==> config.mk <==
export PLATFORM = sky130hd
export DESIGN_NAME = pipeline_hazard_controller
export DESIGN_NICKNAME = d
export VERILOG_FILES = /design/src/rtl/pipeline_hazard_controller.sv
export SDC_FILE = /design/constraint.sdc
export NUM_CORES = 1
export LEC_CHECK = 0
export CORE_AREA = 2 2 70 56
export DETAILED_ROUTE_END_ITERATION = 7
export DIE_AREA = 0 0 72 58
export GPL_ROUTABILITY_DRIVEN = 1
export PLACE_DENSITY = 0.8
export SLEW_MARGIN = 10
export SYNTH_ARGS = -nofsm -noshare
export SYNTH_HDL_FRONTEND = slang
export SYNTH_SLANG_ARGS = --single-unit
==> constraint.sdc <==
create_clock -name CLK -period 2.4 [get_ports CLK]
set_input_delay 0.72 -clock CLK [delete_from_list [all_inputs] [get_ports CLK]]
set_output_delay 0.72 -clock CLK [all_outputs]
set_load 0.05 [all_outputs]
==> src/rtl/pipeline_hazard_controller.sv <==
// Stall/flush sequencer for the 5-stage RV32IM pipeline: turns load-use, branch,
// data-memory wait and divider hazards into per-stage enable/flush controls.
module pipeline_hazard_controller #(
  parameter int MEM_TIMEOUT = 16,
  parameter int CNT_W       = 16
) (
  input  logic             CLK,
  input  logic             Reset,
  input  logic             Load_use_hazard,
  input  logic             Branch_taken,
  input  logic             Mem_req,
  input  logic             Mem_ready,
  input  logic             Div_start,
  input  logic             Div_done,
  output logic             PC_enable,
  output logic             IF_ID_enable,
  output logic             IF_ID_flush,
  output logic             ID_EX_enable,
  output logic             ID_EX_flush,
  output logic             EX_MEM_enable,
  output logic             EX_MEM_flush,
  output logic             MEM_WB_enable,
  output logic             MEM_WB_flush,
  output logic             Mem_error,
  output logic [1:0]       State,
  output logic [CNT_W-1:0] Stall_count
);

  localparam int WAIT_W = $clog2(MEM_TIMEOUT + 1);

  typedef enum logic [1:0] {
    ST_RUN      = 2'b00,
    ST_MEM_WAIT = 2'b01,
    ST_DIV_WAIT = 2'b10,
    ST_ILLEGAL  = 2'b11
  } state_t;

  typedef enum logic [2:0] {
    ACT_ADVANCE,
    ACT_MEM_HOLD,
    ACT_MEM_TIMEOUT,
    ACT_DIV_HOLD,
    ACT_BRANCH,
    ACT_LOAD_USE
  } action_t;

  state_t            state_q;
  state_t            state_d;
  logic [WAIT_W-1:0] wait_q;
  logic [WAIT_W-1:0] wait_d;
  logic [CNT_W-1:0]  stall_q;
  action_t           action;
  logic              mem_stall;
  logic              div_stall;
  logic              timeout_hit;

  assign mem_stall   = Mem_req & ~Mem_ready;
  assign div_stall   = Div_start & ~Div_done;
  assign timeout_hit = (wait_q >= WAIT_W'(MEM_TIMEOUT - 1));

  always_ff @(posedge CLK or negedge Reset) begin
    if (!Reset) begin
      state_q <= ST_RUN;
      wait_q  <= '0;
    end else begin
      state_q <= state_d;
      wait_q  <= wait_d;
    end
  end

  // One winning hazard per cycle; each state only considers the rules still open to it.
  always_comb begin
    action = ACT_ADVANCE;
    case (state_q)
      ST_RUN: begin
        if (mem_stall)            action = ACT_MEM_HOLD;
        else if (div_stall)       action = ACT_DIV_HOLD;
        else if (Branch_taken)    action = ACT_BRANCH;
        else if (Load_use_hazard) action = ACT_LOAD_USE;
      end
      ST_MEM_WAIT: begin
        if (!Mem_ready)           action = timeout_hit ? ACT_MEM_TIMEOUT : ACT_MEM_HOLD;
        else if (div_stall)       action = ACT_DIV_HOLD;
        else if (Branch_taken)    action = ACT_BRANCH;
        else if (Load_use_hazard) action = ACT_LOAD_USE;
      end
      ST_DIV_WAIT: begin
        if (!Div_done)            action = ACT_DIV_HOLD;
        else if (Branch_taken)    action = ACT_BRANCH;
        else if (Load_use_hazard) action = ACT_LOAD_USE;
      end
      default:                    action = ACT_ADVANCE;
    endcase
  end

  always_comb begin
    state_d = ST_RUN;
    wait_d  = '0;
    case (action)
      ACT_MEM_HOLD: begin
        state_d = ST_MEM_WAIT;
        wait_d  = (state_q == ST_MEM_WAIT) ? wait_q + WAIT_W'(1) : WAIT_W'(1);
      end
      ACT_DIV_HOLD: state_d = ST_DIV_WAIT;
      default:      state_d = ST_RUN;
    endcase
  end

  // A flush always comes with its enable set so the bubble is actually loaded.
  always_comb begin
    PC_enable     = 1'b1;
    IF_ID_enable  = 1'b1;
    IF_ID_flush   = 1'b0;
    ID_EX_enable  = 1'b1;
    ID_EX_flush   = 1'b0;
    EX_MEM_enable = 1'b1;
    EX_MEM_flush  = 1'b0;
    MEM_WB_enable = 1'b1;
    MEM_WB_flush  = 1'b0;
    Mem_error     = 1'b0;
    case (action)
      ACT_MEM_HOLD: begin
        PC_enable     = 1'b0;
        IF_ID_enable  = 1'b0;
        ID_EX_enable  = 1'b0;
        EX_MEM_enable = 1'b0;
        MEM_WB_flush  = 1'b1;
      end
      ACT_MEM_TIMEOUT: begin
        PC_enable     = 1'b0;
        IF_ID_enable  = 1'b0;
        ID_EX_enable  = 1'b0;
        EX_MEM_flush  = 1'b1;
        MEM_WB_flush  = 1'b1;
        Mem_error     = 1'b1;
      end
      ACT_DIV_HOLD: begin
        PC_enable     = 1'b0;
        IF_ID_enable  = 1'b0;
        ID_EX_enable  = 1'b0;
        EX_MEM_flush  = 1'b1;
      end
      ACT_BRANCH: begin
        IF_ID_flush   = 1'b1;
        ID_EX_flush   = 1'b1;
      end
      ACT_LOAD_USE: begin
        PC_enable     = 1'b0;
        IF_ID_enable  = 1'b0;
        ID_EX_flush   = 1'b1;
      end
      default: ;
    endcase
    if (!Reset) begin
      PC_enable     = 1'b0;
      IF_ID_enable  = 1'b0;
      IF_ID_flush   = 1'b0;
      ID_EX_enable  = 1'b0;
      ID_EX_flush   = 1'b0;
      EX_MEM_enable = 1'b0;
      EX_MEM_flush  = 1'b0;
      MEM_WB_enable = 1'b0;
      MEM_WB_flush  = 1'b0;
      Mem_error     = 1'b0;
    end
  end

  always_ff @(posedge CLK or negedge Reset) begin
    if (!Reset)
      stall_q <= '0;
    else if (!PC_enable && !(&stall_q))
      stall_q <= stall_q + CNT_W'(1);
  end

  assign State       = state_q;
  assign Stall_count = stall_q;

endmodule
==> impl_results.md, run 1 <==
* WP data required at 1.68 ns
* Antenna diodes at 0
* Setup Crit Path Kind: reg2out
* YS warnings at 0
* Hold path depth at 1
* Cells after Synth at 136
* Final ANT Viol Nets at 0
* Drt pass-1 iters at 4
* Reg2reg setup slack at -0.42 ns
* Final #Nets at 218
* Net Count, Synth at 147
* # IOs at 36
* Synth Area in Compound Gates at 8.43%
* Post-Synth Adder-Cell Area at under 10%
* Post-Synth XOR/XNOR Area at under 10%
* Final WL at just over 4000 um
* Fraction of layout cells with a size suffix above 1 at 45.6%
* Mux cell area share after synthesis at 4.21%
* CP Cell Sequence: ha_2 > and3_4 > ha_4 > nor3_4 > nand3_2 > a21oi_2 > o211ai_1 > buf_4 > a21boi_4 > buf_12
* Largest family of logic cells by synthesized area: simple AND/OR/NAND/NOR gates
* Worst Min Path Start: Stall_count[11]
* Max cap viols at 0
* Fillers at approximately 240
* Initial Util at 38.2%
* Setup TNS at -7.07 ns
* Leakage power at 0.00101 uW
* Synth Area per Inst at 9.83 um2
* Critical Path End Type: output pin
* Clk root buf: clkbuf_8
* Grt ovf at 0
* Via/cell ratio at 5.44
* Outcome: finished, violations left
* Sequential area share after synthesis at 43.1%
* Sequential cell area at 577 um2
* Pin count of the biggest net entering global routing at 22
* Placement Setup Slack at -0.783 ns
* Final Wtd Congestion at 0.787
* Die Area at 4180 um2
* Worst-Skew Late Latency at 0.27 ns
* CTS Buffer Depth at 2
* Final Cell Area at 2370 um2
* Vias in the first global route at ~1200
* Synth cell types at 40
* Max frequency at around 340 MHz
* Die Height at 58 um
* Crit path max-delay family: compound AO/OA/AOI/OAI gates
* Tmin final at 2.97 ns
* Worst R2R End: Stall_count[13]
* Unrepaired setup endpoints after global routing: true
* Failing checks: negative setup slack
* Average wire per standard cell at approximately 17 um
* First-pass GRT wire length at 6090 um
* Synth Register Bits at 23
* Dpl hpwl at around 2700 um
* H-tree Lvls at 1
* Worst setup margin at -0.565 ns
* Simple-gate area share of the yosys netlist at 29.5%
* Hold Crit Class: reg2reg
* DRC at 0
* GRT Total Usage at 19.2%
* Relative slew slack at approximately half
* Hold_buf cts at 0
* Reg clk slew, reported paths at 0.08 ns
* Worst EP arrival at 2.25 ns
* Max-slew violations at 0
* Critical-path top delay cell: dfrtp_1
* Number of enable flip-flop cells after synthesis at 0
* Rows at 19
* Layout Cells excl Fill at 248
* Pwr Density at between 1000 and 1500 nW/um2
* Crit path buf inv count at 2
* Crit share post-route at 124%
* Setup Skew at roughly 0.0060 ns
* R2R cell count at 13
* CP Max Fanout at 2
* Worst slew pin tran at 0.736 ns
* Asr flop ratio synth at 100%
* Synthesis-to-layout area growth at 77.7%
* Clk sinks at 23
* Setup crit start kind: flip-flop
* PortBufs at 35
* Core Area at approximately 3500 um2
* Area of the multi-input gates at 913 um2
* Final core utilization at 68.0%
* Initial DRC count at about 120
* Final hold vios at 0
* Delay of the slowest critical-path stage at 0.41 ns
* Final setup vio count at 25
* DIE WIDTH at around 70 um
* Worst VDD drop at 1110 uV
* Post-DP Area at 2090 um2
* Clock tree from TritonCTS: done
* Worst R2R Start: wait_q[1]
* CTS Buf Count at 3
* WHS Endpoint: Stall_count[11]
* Synth Cell Area at 1340 um2
* DP Cell Count at 232
* Top FF cell, synth: dfrtp_1
* Antenna violations before repair at 0
* Vias at 1349
[cell usage after synthesis, types with 2 or more instances]
cell type / instances / share of area [%]
or2_2: 2 / 0.94
nor2b_1: 3 / 1.4
buf_4: 2 / 1.1
mux2_2: 2 / 1.7
a21oi_1: 4 / 1.5
and2_1: 3 / 1.4
and3_1: 5 / 2.3
inv_1: 7 / 2.0
nor3_1: 4 / 1.5
nand2b_1: 5 / 2.3
ha_1: 3 / 2.8
nand2_1: 12 / 3.4
nor2_1: 8 / 2.2
xor2_1: 6 / 3.9
nor4_1: 2 / 0.94
mux2_1: 3 / 2.5
nand3_1: 7 / 2.6
xnor2_1: 4 / 2.6
nand4_1: 8 / 3.7
a31oi_1: 3 / 1.4
a21oi_2: 2 / 1.3
dfrtp_1: 23 / 43
[per-layer routing]
metal  vias up  global-route usage, %  wire [um]
li1        627                      -          -
met1       656                   26.5       1760
met2        59                   31.1       2060
met3         7                   3.48        274
met4         0                   6.20         48
met5         -                      0          0
[layout make-up]
type | instances | share of cell area (%)
inverters | 8 | 1.74
repair buffers | 70 | 31.3
flip-flops and latches | 23 | 24.3
clock inverters | 1 | 0.211
well taps | 42 | 2.21
multi-input cells | 101 | 38.5
clock buffers | 3 | 1.74
[worst max-delay path by stage]
stage / start / slack, ns / end / cells after the start
global route: wait_q[1] / -0.65 / MEM_WB_flush / 10
floorplan: wait_q[0] / -0.39 / MEM_WB_flush / 8
finish: wait_q[1] / -0.57 / MEM_WB_flush / 10
detailed placement: Div_done / -0.78 / MEM_WB_flush / 8
CTS: wait_q[0] / -0.52 / IF_ID_enable / 10
global placement: Mem_ready / -0.72 / MEM_WB_flush / 8
[power by group]
group | switching [uW] | leakage (uW) | internal, uW
Sequential | 148 | 0.000285 | 480
Combinational | 865 | 0.000702 | 716
Clock | 128 | 0.0000255 | 116
[layout by cell type, fill, tap and decap left out, types with 8 or more instances in the layout]
cell type	n
clkdlybuf4s50_1	18
buf_12	10
buf_4	25
dfrtp_1	22
nand2_1	8
buf_6	9
nand4_1	8
[flip-flops by register name, indices dropped and copies added (netlist names)]
| name | count |
|---|---|
| Stall_count | 16 |
| wait_q | 5 |
| State | 2 |
[per-stage QoR]
stage	total power, uW	hold slack, ns
after floorplan	1420	0.424
after global placement	1920	0.472
after detailed placement	1970	0.473
after CTS	2310	0.486
after global routing	2560	0.517
final	2450	0.485
[cell families after synthesis]
logic type | Yosys count
simple gates | 66
flops | 23
compound gates | 16
buf+inv | 12
xor+xnor | 11
mux | 5
fa+ha+maj | 3
[what timing repair did]
item | in CTS | in global routing
pin swaps | 18 | 13
endpoints found under the setup margin | 29 | 30
resized for setup | 36 | 17
buffers inserted | 7 | 8
Power figures use the tool's default switching activity.
==> inputs of run 2 (changes only) <==
- PLACE_DENSITY: 0.8 -> 0.69
==> impl_results.md, run 2 (synthesis results as in run 1) <==
* H-tree Lvls at 1 (unchanged)
* Die Height at 58 um (unchanged)
* CTS Buf Count at 3 (unchanged)
* DP Cell Count at 235 (+1.3%)
* Final Wtd Congestion at 0.911 (+16%)
* Die Area at 4180 um2 (unchanged)
* Fillers at 241 (+0.84%)
* Commonest non-fill, non-tap cell in the layout: buf_4
* Average wire per standard cell at 15.1 um (-9.3%)
* Via/cell ratio at 5.20 (-4.5%)
* Pin count of the biggest net entering global routing at 21 (-4.5%)
* Synthesis-to-layout area growth at 77.2%
* Final WL at 3800 um (-8.2%)
* Failing checks: negative setup slack
* Outcome: finished, violations left
* Most frequent cells in the layout: buf_4 (30), dfrtp_1 (22), clkdlybuf4s50_1 (18)
* Layout Cells excl Fill at 251 (+1.2%)
* Final setup vio count at 24 (-4.0%)
* WP data required at 1.68 ns (about the same)
* CTS Buffer Depth at 2 (unchanged)
* Vias in the first global route at 1312 (+5.6%)
* # IOs at 36 (unchanged)
* DIE WIDTH at 72 um (unchanged)
* Post-DP Area at 2130 um2 (+1.7%)
* Max-slew violations at 0 (unchanged)
* Core Area at 3490 um2 (unchanged)
* Grt ovf at 0 (unchanged)
* Tmin final at 2.98 ns (+0.0147 ns)
* Worst slew pin tran at 0.556 ns (-0.181 ns)
* Initial Util at 38.2% (unchanged)
* Worst R2R Start: wait_q[0]
* Final hold vios at 0 (unchanged)
* Clk root buf: clkbuf_8
* GRT Total Usage at 19.2% (about the same)
* Worst hold slack at 0.494 ns (+0.00860 ns)
* Final #Nets at 221 (+1.4%)
* Clk sinks at 23 (unchanged)
* Dpl hpwl at 2730 um (+1.4%)
* Critical Path End Type: output pin
* Final Cell Area at 2370 um2 (-0.32%)
* Vias at 1304 (-3.3%)
* Worst VDD drop at 920 uV (-17%)
* Worst setup margin at -0.580 ns (-0.0147 ns)
* R2R cell count at 13 (unchanged)
* Max frequency at 336 MHz (-0.49%)
* Setup Skew at 0.0108 ns (+0.00486 ns)
* Worst Min Path Start: Stall_count[5]
* Fraction of layout cells with a size suffix above 1 at 47.4% (+1.7 points)
* Placement Setup Slack at -0.794 ns (-0.0118 ns)
* Setup crit start kind: flip-flop
* Setup TNS at -6.40 ns (+0.673 ns)
* Rows at 19 (unchanged)
* Reg clk slew, reported paths at 0.09 ns (about the same)
* Hold Crit Class: reg2reg
* Max cap viols at 0 (unchanged)
* Antenna diodes at 0 (unchanged)
* Pwr Density at 1010 nW/um2 (-2.2%)
* DRC at 0 (unchanged)
* Reg2reg setup slack at -0.31 ns (+0.11 ns)
* Max reg flops at 16 (unchanged)
* Worst-Skew Late Latency at 0.27 ns (about the same)
* Unrepaired setup endpoints after global routing: true
* Leakage power at 0.00102 uW (+0.95%)
* CP Max Fanout at 4 (+2)
* Final ANT Viol Nets at 0 (unchanged)
* PortBufs at 35 (unchanged)
* Initial DRC count at 85 (-30%)
* Setup Crit Path Kind: reg2out
* Hold path depth at 1 (unchanged)
* Worst R2R End: Stall_count[13]
* Antenna violations before repair at 0 (unchanged)
* WHS Endpoint: Stall_count[5]
* Crit share post-route at 124% (+0.61 points)
* First-pass GRT wire length at 6200 um (+1.8%)
* Worst EP arrival at 2.26 ns (about the same)
* Clock tree from TritonCTS: done
* Drt pass-1 iters at 4 (unchanged)
* Relative slew slack at 62.7% (+12 points)
run 2: cell count changes in the layout (fill, tap and decap cells not counted), moves of 2 or more:
cell             previous run  this run
buf_2                       2         5
buf_6                       9         6
buf_4                      25        30
nor2_1                      6         4
clkdlybuf4s15_2             2         0
nor2_2                      0         3
run 2: timing repair:
item                                    4_1_cts  5_1_grt
endpoints found under the setup margin       25       29
setup buffers                                10        2
hold buffers                                  0        0
cloned                                        0        0
hold endpoints to repair                      0        0
gates resized for setup                      42       10
pin swaps                                    16        7
run 2: worst max-delay path by stage:
| stage | startpoint | to | slack, ns |
|---|---|---|---|
| 2_1_floorplan | wait_q[0] | MEM_WB_flush | -0.39 |
| 3_3_place_gp | Mem_ready | IF_ID_enable | -0.70 |
| 3_5_place_dp | Branch_taken | MEM_WB_flush | -0.79 |
| 4_1_cts | wait_q[0] | IF_ID_enable | -0.58 |
| 5_1_grt | wait_q[0] | IF_ID_enable | -0.67 |
| 6_report | wait_q[0] | IF_ID_enable | -0.58 |
run 2: report_power, final:
group	internal (uW)	switching, uW	leakage [uW]
clock	116	133	0.0000255
combinational	695	834	0.000712
sequential	480	133	0.000285
run 2: layout make-up:
class / count / area, um2 / area share [%]
inverters: 8 / 41.3 / 1.74
repair buffers: 73 / 756 / 31.9
flip-flops and latches: 23 / 577 / 24.4
clock buffers: 3 / 41.3 / 1.74
clock inverters: 1 / 5.00 / 0.211
well taps: 42 / 52.6 / 2.22
multi-input cells: 101 / 895 / 37.8
run 2: critical path: stages, from the launching register on:
cell	delay, ns
dfrtp_1	0.40
ha_2	0.18
and3_4	0.18
ha_4	0.16
nor3_4	0.15
a221oi_2	0.09
a21oi_2	0.18
buf_4	0.15
nand4bb_4	0.21
inv_8	0.14
buf_12	0.14
run 2: metrics by stage:
stage               utilization, %  total power [uW]
floorplan                        -              1420
detailed placement            60.9              1980
finish                        67.7              2390
global route                  67.7              2510
CTS                           66.5              2340
global placement              60.9              1950
run 2: layer usage:
metal | global-route usage [%] | vias to the layer above | wire [um]
met5 | 0 | - | 0
met4 | 6.20 | 0 | 55
met3 | 3.48 | 4 | 160
met2 | 32.4 | 38 | 1850
met1 | 25.4 | 635 | 1740
li1 | - | 627 | -
==> inputs of run 3 (changes only) <==
==> constraint.sdc (replaced) <==
create_clock -name CLK -period 2.4 [get_ports CLK]
set_input_delay 0.36 -clock CLK [delete_from_list [all_inputs] [get_ports CLK]]
set_output_delay 0.36 -clock CLK [all_outputs]
set_load 0.05 [all_outputs]
==> impl_results.md, run 3 (synthesis results as in run 1) <==
* Outcome: finished, violations left
* Failing checks: negative setup slack
* Worst VDD drop at 848 uV (-7.8%)
* Antenna violations before repair at 0 (unchanged)
* H-tree Lvls at 1 (unchanged)
* CP Cell Sequence: ha_2 > and3_4 > ha_4 > nor3_4 > a221oi_2 > a21oi_2 > o211ai_1 > a21boi_2 > buf_12
* Most frequent cells in the layout: clkdlybuf4s50_1 (25), dfrtp_1 (22), nand2_1 (11), buf_4 (11), buf_12 (10)
* R2R cell count at 11 (-2)
* Worst R2R Start: wait_q[0]
* Critical-path top delay cell: dfrtp_1
* CP Max Fanout at 3 (-1)
* Layout Cells excl Fill at 232 (-7.6%)
* Final Cell Area at 2210 um2 (-6.8%)
* Worst R2R End: Stall_count[6]
* Worst hold slack at 0.408 ns (-0.0852 ns)
* Setup crit start kind: flip-flop
* Grt ovf at 0 (unchanged)
* Final setup vio count at 13 (-46%)
* Reg2reg setup slack at -0.11 ns (+0.20 ns)
* Post-DP Area at 1950 um2 (-8.3%)
* Final ANT Viol Nets at 0 (unchanged)
* Unrepaired setup endpoints after global routing: true
* Initial DRC count at 83 (-2.4%)
* Final Wtd Congestion at 0.840 (-7.7%)
* Clock tree from TritonCTS: done
* Placement Setup Slack at -0.157 ns (+0.637 ns)
* Die Height at 58 um (unchanged)
* Reg clk slew, reported paths at 0.08 ns (about the same)
* Hold_buf cts at 0 (unchanged)
* Tmin final at 2.67 ns (-0.314 ns)
* Crit path buf inv count at 1 (-2)
* Pwr Density at 1040 nW/um2 (+3.1%)
* Max cap viols at 0 (unchanged)
* GRT Total Usage at 18.4% (-0.83 points)
* CTS Buf Count at 3 (unchanged)
* Worst slew pin tran at 0.510 ns (-0.0454 ns)
* Delay of the slowest critical-path stage at 0.39 ns (about the same)
* DIE WIDTH at 72 um (unchanged)
* DRC at 0 (unchanged)
* Max frequency at 375 MHz (+12%)
* Max reg flops at 16 (unchanged)
* Fraction of layout cells with a size suffix above 1 at 36.3% (-11 points)
* Worst EP arrival at 2.31 ns (+0.05 ns)
* CTS Buffer Depth at 2 (unchanged)
* Via/cell ratio at 5.45 (+4.9%)
* Core Area at 3490 um2 (unchanged)
* Crit share post-route at 111% (-13 points)
* Drt pass-1 iters at 4 (unchanged)
* Setup Crit Path Kind: reg2out
* Clk sinks at 23 (unchanged)
* Crit path max-delay family: compound AO/OA/AOI/OAI gates
* Commonest non-fill, non-tap cell in the layout: clkdlybuf4s50_1
* Final WL at 3720 um (-2.2%)
* Clk root buf: clkbuf_8
* Hold Crit Class: in2async
* Max-slew violations at 0 (unchanged)
* Worst setup margin at -0.266 ns (+0.314 ns)
* Setup Skew at 0.00320 ns (-0.00763 ns)
* # IOs at 36 (unchanged)
* Synthesis-to-layout area growth at 65.1%
* Setup TNS at -1.60 ns (+4.80 ns)
* Initial Util at 38.2% (unchanged)
* WP data required at 2.04 ns (+0.36 ns)
* Critical Path End Type: output pin
* Vias at 1264 (-3.1%)
* First-pass GRT wire length at 6060 um (-2.2%)
* Average wire per standard cell at 16.0 um (+5.9%)
* Pin count of the biggest net entering global routing at 18 (-14%)
* PortBufs at 35 (unchanged)
* Dpl hpwl at 2600 um (-4.7%)
* Relative slew slack at 65.9% (+3.2 points)
* Antenna diodes at 0 (unchanged)
* Worst-Skew Late Latency at 0.26 ns (about the same)
* Vias in the first global route at 1300 (-0.91%)
* Leakage power at 0.000904 uW (-11%)
* Final hold vios at 0 (unchanged)
* DP Cell Count at 224 (-4.7%)
* Die Area at 4180 um2 (unchanged)
* Rows at 19 (unchanged)
* Final #Nets at 202 (-8.6%)
run 3: cell count changes in the layout (fill, tap and decap cells not counted), moves of 2 or more:
| cell | before | now |
|---|---|---|
| mux2_1 | 2 | 0 |
| and3_1 | 4 | 2 |
| and3_4 | 1 | 3 |
| buf_4 | 30 | 11 |
| mux2_2 | 2 | 0 |
| buf_2 | 5 | 0 |
| nor2b_1 | 0 | 2 |
| mux2_4 | 1 | 5 |
| clkdlybuf4s50_1 | 18 | 25 |
| nand2_1 | 9 | 11 |
run 3: power by group:
| group | leakage [uW] | internal [uW] | switching, uW |
|---|---|---|---|
| Clock | 0.0000228 | 119 | 121 |
| Sequential | 0.000285 | 481 | 133 |
| Combinational | 0.000597 | 635 | 809 |
| Total | 0.000904 | 1230 | 1060 |
run 3: metal layers:
metal | track usage, % | wire length (um)
met1 | 25.7 | 1720
met2 | 30.2 | 1810
met3 | 4.17 | 152
met4 | 2.96 | 31
met5 | 0 | 0
run 3: per-stage QoR:
stage	utilization [%]	total power [uW]
detailed placement	55.8	1880
global route	63.1	2400
floorplan	-	1350
CTS	60.5	2200
finish	63.1	2300
global placement	55.8	1860
run 3: final cells by class:
class	instances	area, um2
clock buffers	4	45.0
fillers	263	1290
inverters	8	37.5
multi-input cells	101	863
flip-flops and latches	23	577
well taps	42	52.6
repair buffers	54	631
run 3: worst max path at each step:
| stage | from | end | slack (ns) | cells past startpoint |
|---|---|---|---|---|
| after CTS | wait_q[1] | MEM_WB_flush | -0.22 | 9 |
| after global routing | wait_q[1] | MEM_WB_flush | -0.38 | 9 |
| after global placement | wait_q[1] | Stall_count[13] | -0.11 | 10 |
| final | wait_q[0] | MEM_WB_flush | -0.27 | 9 |
| after detailed placement | wait_q[1] | Stall_count[13] | -0.16 | 10 |
| after floorplan | wait_q[0] | Mem_error | -0.13 | 8 |
run 3: repair_timing:
action / 4_1_cts / 5_1_grt
pin swaps: 12 / 10
endpoints found under the hold margin: 0 / 0
buffers inserted: 6 / 3
gates resized for setup: 18 / 22
endpoints found under the setup margin: 21 / 26
